==> src/rtl/spi_byte_sequencer_pkg.sv <==
// Shared FSM state type, default byte width and a constant-foldable ceil-log2
// for the SPI byte sequencer and its FIFOs.
package spi_seq_pkg;

   localparam int DEF_DATA_WIDTH = 8;

   typedef enum logic [2:0] {
      IDLE,
      LOAD,
      LAUNCH,
      WAIT_ACK,
      WAIT_DONE,
      STORE
   } seq_state_t;

   function automatic int clog2(input int value);
      int result;
      result = 0;
      while ((1 << result) < value) begin
         result++;
      end
      return result;
   endfunction

endpackage

==> src/rtl/spi_byte_sequencer_fifo.sv <==
// First-word-fall-through FIFO, DEPTH a power of two; head visible with zero latency.
// Push is refused when full unless a pop happens in the same cycle; flush empties it in one cycle.
module spi_seq_fifo
   import spi_seq_pkg::*;
#(
   parameter int WIDTH = DEF_DATA_WIDTH,
   parameter int DEPTH = 4
) (
   input  logic                  sys_clk,
   input  logic                  rst_n,
   input  logic                  flush,
   input  logic                  push,
   input  logic [WIDTH-1:0]      push_dat,
   input  logic                  pop,
   output logic [WIDTH-1:0]      pop_dat,
   output logic                  full,
   output logic                  empty,
   output logic [clog2(DEPTH):0] count
);

   localparam int AW = clog2(DEPTH);

   logic [WIDTH-1:0] mem [DEPTH];
   logic [AW-1:0]    wr_ptr;
   logic [AW-1:0]    rd_ptr;
   logic             do_push;
   logic             do_pop;

   assign empty   = (count == '0);
   assign full    = (count == (AW+1)'(DEPTH));
   assign do_pop  = pop && !empty;
   assign do_push = push && (!full || do_pop);
   assign pop_dat = mem[rd_ptr];

   always_ff @(posedge sys_clk or negedge rst_n) begin
      if (!rst_n) begin
         wr_ptr <= '0;
         rd_ptr <= '0;
         count  <= '0;
      end else if (flush) begin
         wr_ptr <= '0;
         rd_ptr <= '0;
         count  <= '0;
      end else begin
         if (do_push) wr_ptr <= wr_ptr + AW'(1);
         if (do_pop)  rd_ptr <= rd_ptr + AW'(1);
         if (do_push && !do_pop)      count <= count + (AW+1)'(1);
         else if (do_pop && !do_push) count <= count - (AW+1)'(1);
      end
   end

   always_ff @(posedge sys_clk) begin
      if (do_push) mem[wr_ptr] <= push_dat;
   end

endmodule

==> src/rtl/spi_byte_sequencer.sv <==
// Feeds host bytes one at a time to an SPI master and queues the replies; SPI_SEQ_TIMEOUT_EN adds a per-byte watchdog.
// At least 5 sys_clk per byte plus master time; tx_ready/rx_valid handshakes, launches stall while RX cannot take a reply.
module spi_byte_sequencer
   import spi_seq_pkg::*;
#(
   parameter int DATA_WIDTH     = DEF_DATA_WIDTH,
   parameter int FIFO_DEPTH     = 4,
   parameter int TIMEOUT_CYCLES = 1024
) (
   input  logic                  sys_clk,
   input  logic                  rst_n,
   input  logic                  tx_valid,
   output logic                  tx_ready,
   input  logic [DATA_WIDTH-1:0] tx_data,
   output logic                  rx_valid,
   input  logic                  rx_ready,
   output logic [DATA_WIDTH-1:0] rx_data,
   output logic                  busy,
   output logic                  m_start,
   output logic [DATA_WIDTH-1:0] m_data,
   input  logic                  m_recv_vld,
   input  logic [DATA_WIDTH-1:0] m_recv_data,
   output logic                  timeout_err
);

   localparam int CW = clog2(FIFO_DEPTH) + 1;

   seq_state_t            state;
   logic                  vld_q;
   logic                  tx_full;
   logic                  tx_empty;
   logic                  rx_full;
   logic                  rx_empty;
   logic [CW-1:0]         tx_count;
   logic [CW-1:0]         rx_count;
   logic [DATA_WIDTH-1:0] tx_head;
   logic                  tx_flush;
   logic                  to_hit;
   logic                  can_launch;
   logic                  can_chain;
   logic                  unused_status;

   assign tx_ready      = !tx_full;
   assign rx_valid      = !rx_empty;
   assign busy          = (state != IDLE);
   assign can_launch    = !tx_empty && !rx_full;
   // Leaving STORE, the RX slot being filled right now must not be counted as room.
   assign can_chain     = !tx_empty && (rx_count < CW'(FIFO_DEPTH - 1));
   assign tx_flush      = to_hit;
   assign unused_status = ^tx_count;

   spi_seq_fifo #(
      .WIDTH (DATA_WIDTH),
      .DEPTH (FIFO_DEPTH)
   ) u_tx_fifo (
      .sys_clk  (sys_clk),
      .rst_n    (rst_n),
      .flush    (tx_flush),
      .push     (tx_valid && tx_ready),
      .push_dat (tx_data),
      .pop      (state == LOAD),
      .pop_dat  (tx_head),
      .full     (tx_full),
      .empty    (tx_empty),
      .count    (tx_count)
   );

   spi_seq_fifo #(
      .WIDTH (DATA_WIDTH),
      .DEPTH (FIFO_DEPTH)
   ) u_rx_fifo (
      .sys_clk  (sys_clk),
      .rst_n    (rst_n),
      .flush    (1'b0),
      .push     (state == STORE),
      .push_dat (m_recv_data),
      .pop      (rx_ready),
      .pop_dat  (rx_data),
      .full     (rx_full),
      .empty    (rx_empty),
      .count    (rx_count)
   );

   always_ff @(posedge sys_clk or negedge rst_n) begin
      if (!rst_n) begin
         state   <= IDLE;
         m_start <= 1'b0;
         m_data  <= '0;
         vld_q   <= 1'b0;
      end else begin
         vld_q <= m_recv_vld;
         case (state)
            IDLE: begin
               if (can_launch) state <= LOAD;
            end
            LOAD: begin
               m_data  <= tx_head;
               m_start <= 1'b1;
               state   <= LAUNCH;
            end
            LAUNCH: begin
               m_start <= 1'b0;
               state   <= WAIT_ACK;
            end
            WAIT_ACK: begin
               if (to_hit)           state <= IDLE;
               else if (!m_recv_vld) state <= WAIT_DONE;
            end
            WAIT_DONE: begin
               if (to_hit)                     state <= IDLE;
               else if (m_recv_vld && !vld_q)  state <= STORE;
            end
            STORE: begin
               state <= can_chain ? LOAD : IDLE;
            end
            default: state <= IDLE;
         endcase
      end
   end

`ifdef SPI_SEQ_TIMEOUT_EN
   localparam int TW = clog2(TIMEOUT_CYCLES) + 1;

   logic [TW-1:0] to_cnt;
   logic          in_wait;

   assign in_wait = (state == WAIT_ACK) || (state == WAIT_DONE);
   assign to_hit  = in_wait && (to_cnt == TW'(TIMEOUT_CYCLES - 1));

   always_ff @(posedge sys_clk or negedge rst_n) begin
      if (!rst_n) begin
         to_cnt      <= '0;
         timeout_err <= 1'b0;
      end else begin
         if (state == LAUNCH) to_cnt <= '0;
         else if (in_wait)    to_cnt <= to_cnt + TW'(1);
         if (to_hit) timeout_err <= 1'b1;
      end
   end
`else
   localparam int unused_timeout_cycles = TIMEOUT_CYCLES;

   assign to_hit      = 1'b0;
   assign timeout_err = 1'b0;
`endif

endmodule

==> config.mk <==
export PLATFORM = sky130hd
export DESIGN_NAME = spi_byte_sequencer
export DESIGN_NICKNAME = d
export VERILOG_FILES = /design/src/rtl/spi_byte_sequencer_pkg.sv /design/src/rtl/spi_byte_sequencer_fifo.sv /design/src/rtl/spi_byte_sequencer.sv
export SDC_FILE = /design/constraint.sdc
export NUM_CORES = 1
export LEC_CHECK = 0
export CAP_MARGIN = 20
export CORE_ASPECT_RATIO = 1.5
export CORE_MARGIN = 5
export CORE_UTILIZATION = 50
export DETAILED_ROUTE_END_ITERATION = 8
export GPL_ROUTABILITY_DRIVEN = 0
export PLACE_DENSITY = 0.78
export SLEW_MARGIN = 20
export SYNTH_ARGS = -nofsm -noshare
export SYNTH_HDL_FRONTEND = slang
export SYNTH_SLANG_ARGS = --single-unit
==> constraint.sdc <==
create_clock -name sys_clk -period 4.9 [get_ports sys_clk]
set_input_delay 0.735 -clock sys_clk [delete_from_list [all_inputs] [get_ports sys_clk]]
set_output_delay 0.735 -clock sys_clk [all_outputs]
set_load 0.005 [all_outputs]
======== Word level (Yosys, flattened, before mapping) ========
Memories as Yosys holds them, arrays and structs flattened. A register that Yosys moved wholly into a read port is not among the register bits.
Index checks and enable logic that the tools add are counted.
cells by class
  reduce and logical (&&, ||, !) cells .... 32
  $add $sub $neg .......................... 8
  mux-type cells .......................... 14
  order comparisons ....................... 1
  eq/ne operators ......................... 10
operators with widths
  kind                   count
  $mux W3                7
  $pmux W3 S6            1
  $eq A3 B3 Y1 const B   4
  $logic_and A1 B1 Y1    12
  $logic_not A1 Y1       10
  $logic_not A3 Y1       3
  $add A2 B1 Y2 const B  4
  $add A3 B1 Y3 const B  2
  $eq A3 B2 Y1 const B   2
  $ne A2 B2 Y1 const B   3
  $reduce_bool A2 Y1     3
  $sub A3 B1 Y3 const B  2
  $mux W1                5
  $eq A3 B1 Y1 const B   1
  $lt A3 B2 Y1 const B   1
  $reduce_and A3 Y1      1
  $reduce_bool A3 Y1     1
  $logic_or A1 B1 Y1     2
  $pmux W1 S2            1
word-level totals
  bits of input ports ..................... 21
  memories ................................ 2
  logic and storage cells ................. 76
  RAM bits ................................ 64
  register bits after elaboration ......... 19
  output and inout bits ................... 21
memory list
  name           depth  width  read ports  clocked after memory_dff  write ports  RTL line                       RTL
  u_rx_fifo.mem  4      8      1           0                         1            spi_byte_sequencer_fifo.sv:23  logic [WIDTH-1:0] mem [DEPTH];
  u_tx_fifo.mem  4      8      1           1                         1            spi_byte_sequencer_fifo.sv:23

======== Depth between registers and ports, before layout ========
Gate-level depths: netlist (run 1).
  depth after elaboration ................. 9
  depth in mapped cells ................... 10
  gate-level depth less buffers ........... 8

======== Modules after synthesis ========
From an unflattened synthesis (run 1), not the netlist that was laid out.
unflattened totals
  cell total of the unflattened synthesis .. 265
  area, all modules ....................... 4072.7 um^2
by module, submodules not included
  module              area an instance (um^2)  cells an instance  times used  sequential area each (um^2)
  spi_seq_fifo        1746.7                   108                2           1136.1
  spi_byte_sequencer  579.3                    49                 1           325.3

======== Least setup slack after synthesis (run 1) ========
No wires, ideal clock.
  path type ............................... in2reg
  from .................................... in rx_ready
  to ...................................... reg u_rx_fifo.count[2]
  data required time ...................... 4.821 ns
  library setup time ...................... 0.079 ns
  buffers on the path ..................... 0
  slack ................................... 2.730 ns
  cell stages on the path ................. 8
  arrival time ............................ 2.091 ns
  cell sequence ........................... inv_1 > a211oi_4 > ha_1 > inv_1 > fa_1 > xor2_1 > nor2_1 > xor2_1
between the ends
  word-level cells in the longest chain between the ends .. 6
  elaborated cells between the ends (all ways) .. 9
  those cells by class .................... mux: 1; reduce/logical: 8
RTL lines
  element                              RTL line                       RTL
  from (decl)                          spi_byte_sequencer.sv:16       input logic rx_ready,
  $logic_and A1 B1 Y1 (*)              spi_byte_sequencer_fifo.sv:31  assign do_pop = pop && !empty;
  $logic_or A1 B1 Y1 (*)               spi_byte_sequencer_fifo.sv:32  assign do_push = push && (!full || do_pop);
  $logic_and A1 B1 Y1 (*)              spi_byte_sequencer_fifo.sv:32
  via u_rx_fifo.do_push                spi_byte_sequencer_fifo.sv:26  logic do_push;
  $logic_not A1 Y1                     spi_byte_sequencer_fifo.sv:48  else if (do_pop && !do_push) count <= count - (AW+1)'(1);
  $logic_and A1 B1 Y1                  spi_byte_sequencer_fifo.sv:48
  $reduce_bool A2 Y1 (no source line)  --
  to (signal assigned)                 spi_byte_sequencer_fifo.sv:47  if (do_push && !do_pop) count <= count + (AW+1)'(1);
  to (signal assigned)                 spi_byte_sequencer_fifo.sv:48
  to (decl)                            spi_byte_sequencer_fifo.sv:18  output logic [clog2(DEPTH):0] count
The timed path passes the listed nets; every way through them passes the cells marked *.
A chain may end at the register's enable or synchronous reset.

======== Worst setup path in the final report (run 1) ========
  from .................................... reg u_rx_fifo.rd_ptr[0]
  to ...................................... out rx_data[7]
between the ends
  word-level cells in the longest chain between the ends .. 1
RTL lines
  element                 RTL line                       RTL
  from (decl)             spi_byte_sequencer_fifo.sv:25  logic [AW-1:0] rd_ptr;
  from (signal assigned)  spi_byte_sequencer_fifo.sv:46  if (do_pop) rd_ptr <= rd_ptr + AW'(1);
  $mem_v2 Z4 W8           --
  to (decl)               spi_byte_sequencer.sv:17       output logic [DATA_WIDTH-1:0] rx_data,
Every way passes these cells.

==> results of run 1 <==
final cells by class:
cell class	count	area, um2	share of cell area
Inverter	10	37.5	0.00848
Sequential cell	91	2600	0.587
Clock inverter	3	65.1	0.0147
Multi-Input combinational cell	93	1060	0.239
Clock buffer	12	135	0.0305
Timing Repair Buffer	41	408	0.0921
Tap cell	100	125	0.0283
layer usage:
layer	GRT usage	share of wire	vias up
met5	0	0	-
met4	0.0981	0.033	0
met3	0.0241	0.045	13
met2	0.233	0.53	42
met1	0.167	0.40	907
li1	-	-	842
critical path: stages, from the launching register on:
cell,delay [ps]
sky130_fd_sc_hd__dfrtp_1,710
sky130_fd_sc_hd__mux4_2,580
sky130_fd_sc_hd__clkdlybuf4s50_1,460
kinds of logic (layout without fill, tap and decap cells):
kind of cell,count (synthesis),in the layout
AOI/OAI and AO/OA,10,10
xor gates and xnor gates,12,12
adders and majority gates,12,12
buffers and inverters,18,66
DFF,91,91
muxes,28,28
other,1,1
and+or+nand+nor,30,30
path summary, 6_finish.rpt:
check / from / endpoint / slack, ps / depth (start not counted)
min: m_data[4] / m_data[4] / 520 / 1
min in group asynchronous: rst_n / u_rx_fifo.wr_ptr[1] / 750 / 2
max: u_rx_fifo.rd_ptr[0] / rx_data[7] / 2060 / 2
max reg2reg: state[2] / u_tx_fifo.count[1] / 2120 / 6
min reg2reg: m_data[4] / m_data[4] / 520 / 1
max in group asynchronous: rst_n / m_data[2] / 3880 / 2
cells in the mapped netlist, types with 2 or more instances:
cell type / count / area [um2]
sky130_fd_sc_hd__mux2_2: 3 / 33.8
sky130_fd_sc_hd__o21ai_0: 2 / 10.0
sky130_fd_sc_hd__xor2_1: 4 / 35.0
sky130_fd_sc_hd__fa_1: 2 / 40.0
sky130_fd_sc_hd__xnor2_1: 8 / 70.1
sky130_fd_sc_hd__and2_1: 8 / 50.1
sky130_fd_sc_hd__or3_1: 2 / 12.5
sky130_fd_sc_hd__nand2_1: 4 / 15.0
sky130_fd_sc_hd__edfxtp_1: 64 / 1920
sky130_fd_sc_hd__dfrtp_1: 27 / 676
sky130_fd_sc_hd__buf_4: 2 / 15.0
sky130_fd_sc_hd__nor2b_1: 2 / 12.5
sky130_fd_sc_hd__inv_1: 10 / 37.5
sky130_fd_sc_hd__mux4_2: 16 / 360
sky130_fd_sc_hd__ha_1: 10 / 125
sky130_fd_sc_hd__buf_1: 2 / 7.51
sky130_fd_sc_hd__nor2_1: 6 / 22.5
sky130_fd_sc_hd__nand3_1: 3 / 15.0
sky130_fd_sc_hd__mux2_4: 8 / 120
sky130_fd_sc_hd__buf_2: 3 / 15.0
sky130_fd_sc_hd__nor3b_1: 2 / 15.0
flip-flops by register name, indices dropped and copies added (netlist names):
name,cells
u_tx_fifo.count,3
m_start,1
u_tx_fifo.rd_ptr,2
m_data,8
u_tx_fifo.wr_ptr,2
state,3
u_rx_fifo.rd_ptr,2
u_tx_fifo.mem,32
u_rx_fifo.mem,32
vld_q,1
u_rx_fifo.wr_ptr,2
u_rx_fifo.count,3
power breakdown:
group	total (mW)	leakage, nW	switching, mW	internal (mW)
clock network	0.518	0.100	0.234	0.284
registers	1.21	0.899	0.199	1.01
logic	0.810	0.600	0.289	0.521
==> run summary, run 1 <==
FLOORPLAN
----------------------------------------------------------------------------------------------------
Cell row count ........................................................................           38
Die height ............................................................................       116 um
Starting utilization of the core area .................................................        0.514
Chip width ............................................................................      80.6 um
Area of the core region ...............................................................     7270 um2
I/O Pins ..............................................................................           42
Die footprint .........................................................................     9340 um2

FINAL LAYOUT
----------------------------------------------------------------------------------------------------
Count of inserted antenna diode cells .................................................            0
Core utilization of the finished layout ...............................................        0.609
Nets@finish ...........................................................................          279
Fraction of final layout cells sized beyond drive strength 1 ..........................        0.176
Most common library cell in the layout ignoring fill and taps ......................... sky130_fd_sc_hd__edfxtp_1
Finished layout cell area .............................................................     4430 um2
Highest-count cells in the layout ignoring fill and taps .............................. sky130_fd_sc_hd__edfxtp_1, sky130_fd_sc_hd__clkdlybuf4s50_1, sky130_fd_sc_hd__dfrtp_1
Post-Layout Cell Count ................................................................          350
Number of fillers in the final layout .................................................          547
Synth-to-Final Area Change ............................................................        18.4%

DRT
----------------------------------------------------------------------------------------------------
Number of design rule violations left after detail routing ............................            0
Number of vias per cell after detailed routing ........................................         5.15
TritonRoute pass-1 iters ..............................................................            6
Per-cell routed wire length ...........................................................      16.4 um
Total routed wirelength ...............................................................      5750 um
Vias ..................................................................................         1804
Initial drt markers ...................................................................           67
Remaining antenna violation count .....................................................            0

SYNTH
----------------------------------------------------------------------------------------------------
Largest family of logic cells by synthesized area ..................................... multiplexers
Fraction of registers with async set/reset ............................................        0.297
Post-synth EDFFs ......................................................................           64
Number of distinct standard cells referenced by the synthesized netlist ...............           35
Most used flip-flop cell after synthesis .............................................. sky130_fd_sc_hd__edfxtp_1
Post-Synthesis Mean Instance Area .....................................................     18.5 um2
Total of warnings raised by yosys .....................................................            0
XOR/XNOR share of the synthesized area ................................................       0.0281
Synthesized-area fraction occupied by ao, oa, aoi and oai cells .......................       0.0238
Syn nets ..............................................................................          235
Synth Register Bits ...................................................................           91
Post-synthesis cell count .............................................................          202
Seq/Total Area, Yosys .................................................................        0.695
Mapped cell area ......................................................................     3740 um2
Simple-gate share of the synthesized area .............................................       0.0445
Portion of netlist area occupied by mux cells .........................................        0.141
Fraction of the mapped netlist area in adder cells ....................................       0.0442

WORST SETUP PATH
----------------------------------------------------------------------------------------------------
Startpoint types ......................................................................    flip-flop
Max Fanout on Critical Path ...........................................................           10
Setup Crit Path Kind ..................................................................      reg2out
Element type at the critical path end .................................................   output pin
CP arrival ............................................................................      2100 ps
Critical Path RT ......................................................................      4160 ps

TIMING
----------------------------------------------------------------------------------------------------
Final number of max-transition violations .............................................            0
Time the final worst path needs with I/O delays and setup .............................      2840 ps
Relative slew slack ...................................................................        0.292
Final clock period utilization by the worst path ......................................        0.579
RSZ-0062 raised after global routing ..................................................           no
Number of hold violations in the final report .........................................            0
Total setup violations reported at the end of the flow ................................            0
Peak clock frequency supported by timing ..............................................      353 MHz
Minimum hold slack ....................................................................       521 ps
Slew at the pin with the worst max-slew slack .........................................      1060 ps
Setup clock skew after layout .........................................................      5.50 ps
Post-Route Setup TNS ..................................................................         0 ps
Post-layout worst setup margin ........................................................      2060 ps

CLOCK NETWORK
----------------------------------------------------------------------------------------------------
Clock Sinks ...........................................................................           91
Post-CTS setup-driven buffer insertion count ..........................................            0
Number of buffers created by CTS ......................................................            9
CTS Hold Buffers Added ................................................................            0
Clock-pin slew reported for the worst setup and hold paths after clock tree synthesis .        80 ps
Clock root buffer ..................................................................... sky130_fd_sc_hd__clkbuf_8
Max clock buf depth ...................................................................            2
Clock insertion delay at the later pin of the skew report .............................       350 ps
TritonCTS clock tree ..................................................................         done
Number of H-tree levels ...............................................................            3
Resized Gates After CTS ...............................................................            0

GLOBAL ROUTE
----------------------------------------------------------------------------------------------------
Antenna violations before repair ......................................................            0
First-pass GRT wire length ............................................................      9520 um
Remaining global-route overflow .......................................................            0
Aggregate global-route resource usage .................................................        0.142
Maximum number of pins on one net before global-route repair ..........................           28
Via count of the first global-routing pass ............................................         1924

RUN STATUS
----------------------------------------------------------------------------------------------------
Status ................................................................................    completed

PLACE
----------------------------------------------------------------------------------------------------
Final HPWL DP .........................................................................      4050 um
Post-Place Cell Area ..................................................................     4230 um2
Worst slack at placement ..............................................................      2060 ps
Quantity of I/O buffers inserted on ports .............................................           40
Number of placed cells counting well taps .............................................          335

PWR
----------------------------------------------------------------------------------------------------
Power density of the placed cells .....................................................   574 nW/um2
Peak ir drop on the vdd network .......................................................       334 uV
LEAKAGE ...............................................................................      1.60 nW
Pwr Total .............................................................................      2.54 mW

MIN PATH
----------------------------------------------------------------------------------------------------
Type of the tightest min-delay check ..................................................      reg2reg

RUN
----------------------------------------------------------------------------------------------------
Number of max-cap violations ..........................................................            0

Power figures use the tool's default switching activity.
==> run 2: changes to the inputs <==
--- a/config.mk
+++ b/config.mk
@@ -11,7 +11,7 @@
 export CORE_UTILIZATION = 50
 export DETAILED_ROUTE_END_ITERATION = 8
 export GPL_ROUTABILITY_DRIVEN = 0
-export PLACE_DENSITY = 0.78
+export PLACE_DENSITY = 0.81
 export SLEW_MARGIN = 20
 export SYNTH_ARGS = -nofsm -noshare
 export SYNTH_HDL_FRONTEND = slang
==> constraint.sdc (replaced) <==
create_clock -name sys_clk -period 2.3 [get_ports sys_clk]
set_input_delay 0.345 -clock sys_clk [delete_from_list [all_inputs] [get_ports sys_clk]]
set_output_delay 0.345 -clock sys_clk [all_outputs]
set_load 0.005 [all_outputs]
==> run 2 against run 1 <==
Via count up 1.3%. Core utilization up 0.28 points. Critical endpoint is now rx_data[2]. Count of clock-buffer cells in the layout down 3.
==> run summary, run 2 (synthesis gave the netlist of run 1 again) <==
CLOCK NETWORK
----------------------------------------------------------------------------------------------------
CTS Hold Buffers Added ................................................................            0   unchanged
Clock-pin slew reported for the worst setup and hold paths after clock tree synthesis .        80 ps   about the same
Clock Sinks ...........................................................................           91   unchanged
Clock root buffer ..................................................................... sky130_fd_sc_hd__clkbuf_8
Clock insertion delay at the later pin of the skew report .............................       360 ps   about the same
Number of H-tree levels ...............................................................            3   unchanged
Max clock buf depth ...................................................................            2   unchanged
Number of buffers created by CTS ......................................................            9   unchanged
TritonCTS clock tree ..................................................................         done

TIMING
----------------------------------------------------------------------------------------------------
RSZ-0062 raised after global routing ..................................................           no
Post-Route Setup TNS ..................................................................         0 ps   unchanged
Slew at the pin with the worst max-slew slack .........................................       541 ps   -515 ps
Setup clock skew after layout .........................................................      9.10 ps   +3.60 ps
Number of hold violations in the final report .........................................            0   unchanged
Peak clock frequency supported by timing ..............................................      451 MHz
Final number of max-transition violations .............................................            0   unchanged
Final clock period utilization by the worst path ......................................        0.965
Relative slew slack ...................................................................        0.639   +0.347
Total setup violations reported at the end of the flow ................................            0   unchanged
Time the final worst path needs with I/O delays and setup .............................      2220 ps

PWR
----------------------------------------------------------------------------------------------------
Peak ir drop on the vdd network .......................................................       675 uV   +100%
Combinational Power Share .............................................................        0.353   +0.034
Portion of total power attributed to sequential cells .................................        0.473   -0.004
LEAKAGE ...............................................................................      1.62 nW   +1.3%
Cell internal power dissipation .......................................................      3.72 mW   +100%
Share of power burned in the clock network ............................................        0.175   -0.029
Power density of the placed cells .....................................................  1200 nW/um2   +110%
Switching pwr .........................................................................      1.61 mW   +120%
Switching fraction of total power .....................................................        0.302   +0.0178

DRT
----------------------------------------------------------------------------------------------------
Number of vias per cell after detailed routing ........................................         5.12   -0.66%
Total routed wirelength ...............................................................      5930 um   +3.1%
Vias ..................................................................................         1828   +1.3%
Number of design rule violations left after detail routing ............................            0   unchanged
Remaining antenna violation count .....................................................            0   unchanged
TritonRoute pass-1 iters ..............................................................            4   -2
Initial drt markers ...................................................................          102   +52%
Per-cell routed wire length ...........................................................      16.6 um   +1.1%

WORST SETUP PATH
----------------------------------------------------------------------------------------------------
Startpoint types ......................................................................    flip-flop
Max Fanout on Critical Path ...........................................................            8   -2
Element type at the critical path end .................................................   output pin
Critical Path RT ......................................................................      1960 ps   -2200 ps
Count of cells along the worst register-to-register path ..............................            8   +2
Setup Crit Path Kind ..................................................................      reg2out
CP arrival ............................................................................      1870 ps   -230 ps

FINAL LAYOUT
----------------------------------------------------------------------------------------------------
Nets@finish ...........................................................................          286   +2.5%
Fraction of final layout cells sized beyond drive strength 1 ..........................        0.210   +0.0341
Count of inserted antenna diode cells .................................................            0   unchanged
Highest-count cells in the layout ignoring fill and taps .............................. sky130_fd_sc_hd__edfxtp_1, sky130_fd_sc_hd__clkdlybuf4s50_1, sky130_fd_sc_hd__dfrtp_1
Post-Layout Cell Count ................................................................          357   +2.0%
Most common library cell in the layout ignoring fill and taps ......................... sky130_fd_sc_hd__edfxtp_1
Synth-to-Final Area Change ............................................................        19.0%
Registers with the most flip-flops .................................................... u_rx_fifo.mem x32, u_tx_fifo.mem x32, m_data x8

GLOBAL ROUTE
----------------------------------------------------------------------------------------------------
First-pass GRT wire length ............................................................      9650 um   +1.3%
Via count of the first global-routing pass ............................................         1945   +1.1%
Aggregate global-route resource usage .................................................        0.144   +0.00213
Maximum number of pins on one net before global-route repair ..........................           28   unchanged
Remaining global-route overflow .......................................................            0   unchanged
Antenna violations before repair ......................................................            0   unchanged

FLOORPLAN
----------------------------------------------------------------------------------------------------
Starting utilization of the core area .................................................        0.514   unchanged
I/O Pins ..............................................................................           42   unchanged
Chip width ............................................................................      80.6 um   unchanged
Cell row count ........................................................................           38   unchanged
Die height ............................................................................       116 um   unchanged
Die footprint .........................................................................     9340 um2   unchanged
Area of the core region ...............................................................     7270 um2   unchanged

PLACE
----------------------------------------------------------------------------------------------------
Quantity of I/O buffers inserted on ports .............................................           40   unchanged
Final HPWL DP .........................................................................      4130 um   +2.2%
Number of placed cells counting well taps .............................................          341   +1.8%

RUN
----------------------------------------------------------------------------------------------------
Number of max-cap violations ..........................................................            0   unchanged

RUN STATUS
----------------------------------------------------------------------------------------------------
Status ................................................................................    completed

MIN PATH
----------------------------------------------------------------------------------------------------
Type of the tightest min-delay check ..................................................     in2async

run 2: cell type report:
cell class | instances | area (um2)
well taps | 100 | 125
clock inverters | 6 | 40.0
inverters | 10 | 37.5
flip-flops and latches | 91 | 2600
multi-input cells | 93 | 1060
repair buffers | 48 | 464
fillers | 533 | 2830
clock buffers | 9 | 124
run 2: power groups by stage:
stage | clock network (mW) | registers [mW] | logic, mW
6_report | 0.931 | 2.52 | 1.88
2_1_floorplan | 0 | 2.37 | 1.35
4_1_cts | 0.955 | 2.54 | 1.93
5_1_grt | 1.04 | 2.59 | 2.05
3_3_place_gp | 0 | 2.55 | 1.84
3_5_place_dp | 0 | 2.57 | 1.90
run 2: timing repair:
action                     CTS  global route
setup endpoints to repair    8             0
resized for setup            1             0
buffers inserted             1             0
run 2: final timing paths:
check,startpoint,end,slack [ps]
max in group asynchronous,rst_n,m_data[7],1670
worst min register to register,m_data[1],m_data[1],520
worst max-delay path,u_rx_fifo.rd_ptr[0],rx_data[2],80
worst max register to register,u_tx_fifo.count[2],u_tx_fifo.count[2],130
worst min-delay path,rst_n,u_tx_fifo.count[0],360
min in group sys_clk,m_recv_vld,vld_q,500
run 2: layer usage:
layer / GRT usage / part of all wire / vias to the layer above
met3: 0.0272 / 0.034 / 12
li1: - / - / 856
met5: 0 / 0 / -
met4: 0.0857 / 0.029 / 0
met1: 0.156 / 0.39 / 923
met2: 0.257 / 0.55 / 37
run 2: stage by stage:
stage	hold slack [ps]	util	total power, mW	instance area, um2	worst slack (ps)
final	358	0.611	5.34	4450	80.7
after global routing	406	0.611	5.68	4450	13.0
after CTS	367	0.611	5.42	4450	45.2
after detailed placement	500	0.587	4.46	4270	-50.5
after global placement	489	0.587	4.38	4270	75.7
after floorplan	49.4	-	3.73	3740	237
run 2: critical path, cell delays in order, from the launching register on:
cell and delay (ps):
sky130_fd_sc_hd__dfrtp_1 370, sky130_fd_sc_hd__buf_6 170, sky130_fd_sc_hd__mux4_2 520, sky130_fd_sc_hd__clkdlybuf4s50_1 460
==> run 3: changes to the inputs <==
--- a/config.mk
+++ b/config.mk
@@ -11,8 +11,9 @@
 export CORE_UTILIZATION = 50
 export DETAILED_ROUTE_END_ITERATION = 8
 export GPL_ROUTABILITY_DRIVEN = 0
-export PLACE_DENSITY = 0.81
+export PLACE_DENSITY = 0.78
 export SLEW_MARGIN = 20
 export SYNTH_ARGS = -nofsm -noshare
 export SYNTH_HDL_FRONTEND = slang
 export SYNTH_SLANG_ARGS = --single-unit
+export TNS_END_PERCENT = 50
==> constraint.sdc (replaced) <==
create_clock -name sys_clk -period 2.1 [get_ports sys_clk]
set_input_delay 0.315 -clock sys_clk [delete_from_list [all_inputs] [get_ports sys_clk]]
set_output_delay 0.315 -clock sys_clk [all_outputs]
set_load 0.005 [all_outputs]
==> run 3 against run 2 <==
Sequential share of layout area is 3.0 points lower. Non-clock buffer count increased by 17. Highest routed layer unchanged. Critical path depth grew 1. Setup slack got worse by 5.0 ps.
==> run summary, run 3 (synthesis gave the netlist of run 1 again) <==
RUN STATUS
----------------------------------------------------------------------------------------------------
Status ................................................................................    completed

GLOBAL ROUTE
----------------------------------------------------------------------------------------------------
Antenna violations before repair ......................................................            0   unchanged
Aggregate global-route resource usage .................................................        0.140   -0.00405
Remaining global-route overflow .......................................................            0   unchanged
First-pass GRT wire length ............................................................      9550 um   -1.0%
Maximum number of pins on one net before global-route repair ..........................           28   unchanged
Via count of the first global-routing pass ............................................         1946   +0.051%

DRT
----------------------------------------------------------------------------------------------------
Total routed wirelength ...............................................................      5790 um   -2.4%
Per-cell routed wire length ...........................................................      15.4 um   -7.1%
Number of design rule violations left after detail routing ............................            0   unchanged
Initial drt markers ...................................................................           37   -64%
Vias ..................................................................................         1896   +3.7%
Number of vias per cell after detailed routing ........................................         5.06   -1.3%
Remaining antenna violation count .....................................................            0   unchanged
TritonRoute pass-1 iters ..............................................................            5   +1

PWR
----------------------------------------------------------------------------------------------------
Portion of total power attributed to sequential cells .................................        0.434   -0.039
Switching pwr .........................................................................      1.81 mW   +12%
Switching fraction of total power .....................................................        0.292   -0.0101
Combinational Power Share .............................................................        0.372   +0.019
Peak ir drop on the vdd network .......................................................       643 uV   -4.7%
LEAKAGE ...............................................................................      1.75 nW   +7.8%
Share of power burned in the clock network ............................................        0.194   +0.019
Power density of the placed cells .....................................................  1320 nW/um2   +10%
Cell internal power dissipation .......................................................      4.39 mW   +18%

CLOCK NETWORK
----------------------------------------------------------------------------------------------------
Max clock buf depth ...................................................................            2   unchanged
Number of buffers created by CTS ......................................................            9   unchanged
Number of H-tree levels ...............................................................            3   unchanged
Clock insertion delay at the later pin of the skew report .............................       350 ps   about the same
Clock-pin slew reported for the worst setup and hold paths after clock tree synthesis .        90 ps   about the same
Clock root buffer ..................................................................... sky130_fd_sc_hd__clkbuf_8
TritonCTS clock tree ..................................................................         done
Clock Sinks ...........................................................................           91   unchanged

FLOORPLAN
----------------------------------------------------------------------------------------------------
Die footprint .........................................................................     9340 um2   unchanged
Die height ............................................................................       116 um   unchanged
I/O Pins ..............................................................................           42   unchanged
Cell row count ........................................................................           38   unchanged
Area of the core region ...............................................................     7270 um2   unchanged
Starting utilization of the core area .................................................        0.514   unchanged
Chip width ............................................................................      80.6 um   unchanged

PLACE
----------------------------------------------------------------------------------------------------
Quantity of I/O buffers inserted on ports .............................................           40   unchanged
Post-Place Cell Area ..................................................................     4420 um2   +3.4%
Final HPWL DP .........................................................................      4140 um   about the same

FINAL LAYOUT
----------------------------------------------------------------------------------------------------
Finished layout cell area .............................................................     4700 um2   +5.7%
Nets@finish ...........................................................................          303   +5.9%
Count of inserted antenna diode cells .................................................            0   unchanged
Highest-count cells in the layout ignoring fill and taps .............................. sky130_fd_sc_hd__edfxtp_1, sky130_fd_sc_hd__clkdlybuf4s50_1, sky130_fd_sc_hd__dfrtp_1
Most common library cell in the layout ignoring fill and taps ......................... sky130_fd_sc_hd__edfxtp_1
Fraction of final layout cells sized beyond drive strength 1 ..........................        0.298   +0.0881
Synth-to-Final Area Change ............................................................        25.7%
Registers with the most flip-flops .................................................... u_rx_fifo.mem x32, u_tx_fifo.mem x32, m_data x8

RUN
----------------------------------------------------------------------------------------------------
Number of max-cap violations ..........................................................            0   unchanged

WORST SETUP PATH
----------------------------------------------------------------------------------------------------
Max Fanout on Critical Path ...........................................................            6   -2
Element type at the critical path end .................................................   output pin
Number of buffers and inverters on the critical path ..................................            3   +1
Maximum single-stage delay on the critical path .......................................       460 ps   -60 ps
Kind of cell with the highest combined delay on the critical path ..................... buffers and inverters
Cell chain of the critical path ....................................................... buf_4 > nor3_2 > inv_1 > clkdlybuf4s50_1
Critical Path RT ......................................................................      1780 ps   -180 ps
Cell with the largest stage delay on the worst path ................................... sky130_fd_sc_hd__dfrtp_2
CP arrival ............................................................................      1710 ps   -160 ps
Setup Crit Path Kind ..................................................................      reg2out
Startpoint types ......................................................................    flip-flop

TIMING
----------------------------------------------------------------------------------------------------
Total setup violations reported at the end of the flow ................................            0   unchanged
Setup clock skew after layout .........................................................      8.00 ps   -1.10 ps
Final clock period utilization by the worst path ......................................        0.964
Final number of max-transition violations .............................................            0   unchanged
Post-Route Setup TNS ..................................................................         0 ps   unchanged
Peak clock frequency supported by timing ..............................................      494 MHz
Number of hold violations in the final report .........................................            0   unchanged
Time the final worst path needs with I/O delays and setup .............................      2020 ps

MIN PATH
----------------------------------------------------------------------------------------------------
Type of the tightest min-delay check ..................................................     in2async

-- run 3: cell types whose count changed in the layout (fill, tap and decap cells not counted), moves of 2 or more --
cell,previous run,this run
sky130_fd_sc_hd__buf_12,0,5
sky130_fd_sc_hd__buf_4,7,20
sky130_fd_sc_hd__clkdlybuf4s50_1,40,32
sky130_fd_sc_hd__clkinv_2,3,0
sky130_fd_sc_hd__clkinv_4,0,2
sky130_fd_sc_hd__dfrtp_1,27,24
sky130_fd_sc_hd__dfrtp_2,0,3
sky130_fd_sc_hd__dlygate4sd2_1,0,8
sky130_fd_sc_hd__nand2_1,4,2
sky130_fd_sc_hd__nand2_2,0,2
sky130_fd_sc_hd__or3_1,2,0
sky130_fd_sc_hd__or3_4,0,2
-- run 3: final timing paths --
kind	start	endpoint	slack, ps	depth (start not counted)
max	state[2]	busy	80	4
min	rst_n	m_start	330	2
max reg2reg	u_rx_fifo.count[1]	u_rx_fifo.count[1]	80	7
min reg2reg	m_data[4]	m_data[4]	520	1
max in group asynchronous	rst_n	u_rx_fifo.count[1]	1480	2
min in group sys_clk	m_recv_vld	vld_q	470	1
-- run 3: power by group through the flow --
stage	combinational (mW)	sequential, mW	clock, mW
4_1_cts	2.24	2.70	1.25
2_1_floorplan	1.48	2.60	0
3_5_place_dp	2.26	2.74	0
3_3_place_gp	2.20	2.72	0
5_1_grt	2.56	2.75	1.32
6_report	2.31	2.69	1.20
-- run 3: worst register-to-register path, cell delays in order, from the launching register on --
cell	delay [ps]
sky130_fd_sc_hd__dfrtp_2	440
sky130_fd_sc_hd__buf_4	140
sky130_fd_sc_hd__nor3b_2	290
sky130_fd_sc_hd__a211oi_4	110
sky130_fd_sc_hd__ha_1	200
sky130_fd_sc_hd__inv_1	70
sky130_fd_sc_hd__fa_1	400
sky130_fd_sc_hd__mux2_2	260
-- run 3: metrics by stage --
stage	total power, mW	util	worst slack, ps	hold WS, ps	instances
after floorplan	4.08	-	37.1	19.4	202
after global placement	4.92	0.607	-49.1	499	352
after detailed placement	5.00	0.607	-104	505	352
after CTS	6.19	0.637	21.1	332	369
after global routing	6.63	0.646	-6.42	363	375
final	6.20	0.646	75.7	329	375
-- run 3: repair_timing --
| item | in CTS | in global routing |
|---|---|---|
| pin swaps | 0 | 2 |
| setup endpoints to repair | 9 | 3 |
| hold buffers | 0 | 0 |
| buffers inserted | 1 | 6 |
| gates resized for setup | 11 | 7 |
-- run 3: layer usage --
metal,GRT usage,vias to the layer above,wire length (um)
met3,0.0358,6,237
li1,-,894,-
met4,0.0676,0,87
met1,0.165,962,2370
met2,0.236,34,3090
met5,0,-,0
-- run 3: layout make-up --
type,instances,area (um2)
fill,528,2570
timing repair buffer,65,641
sequential,91,2600
multi-input combinational,93,1080
clock inverter,6,72.6
inverter,10,37.5
tap,100,125
clock buffer,10,138
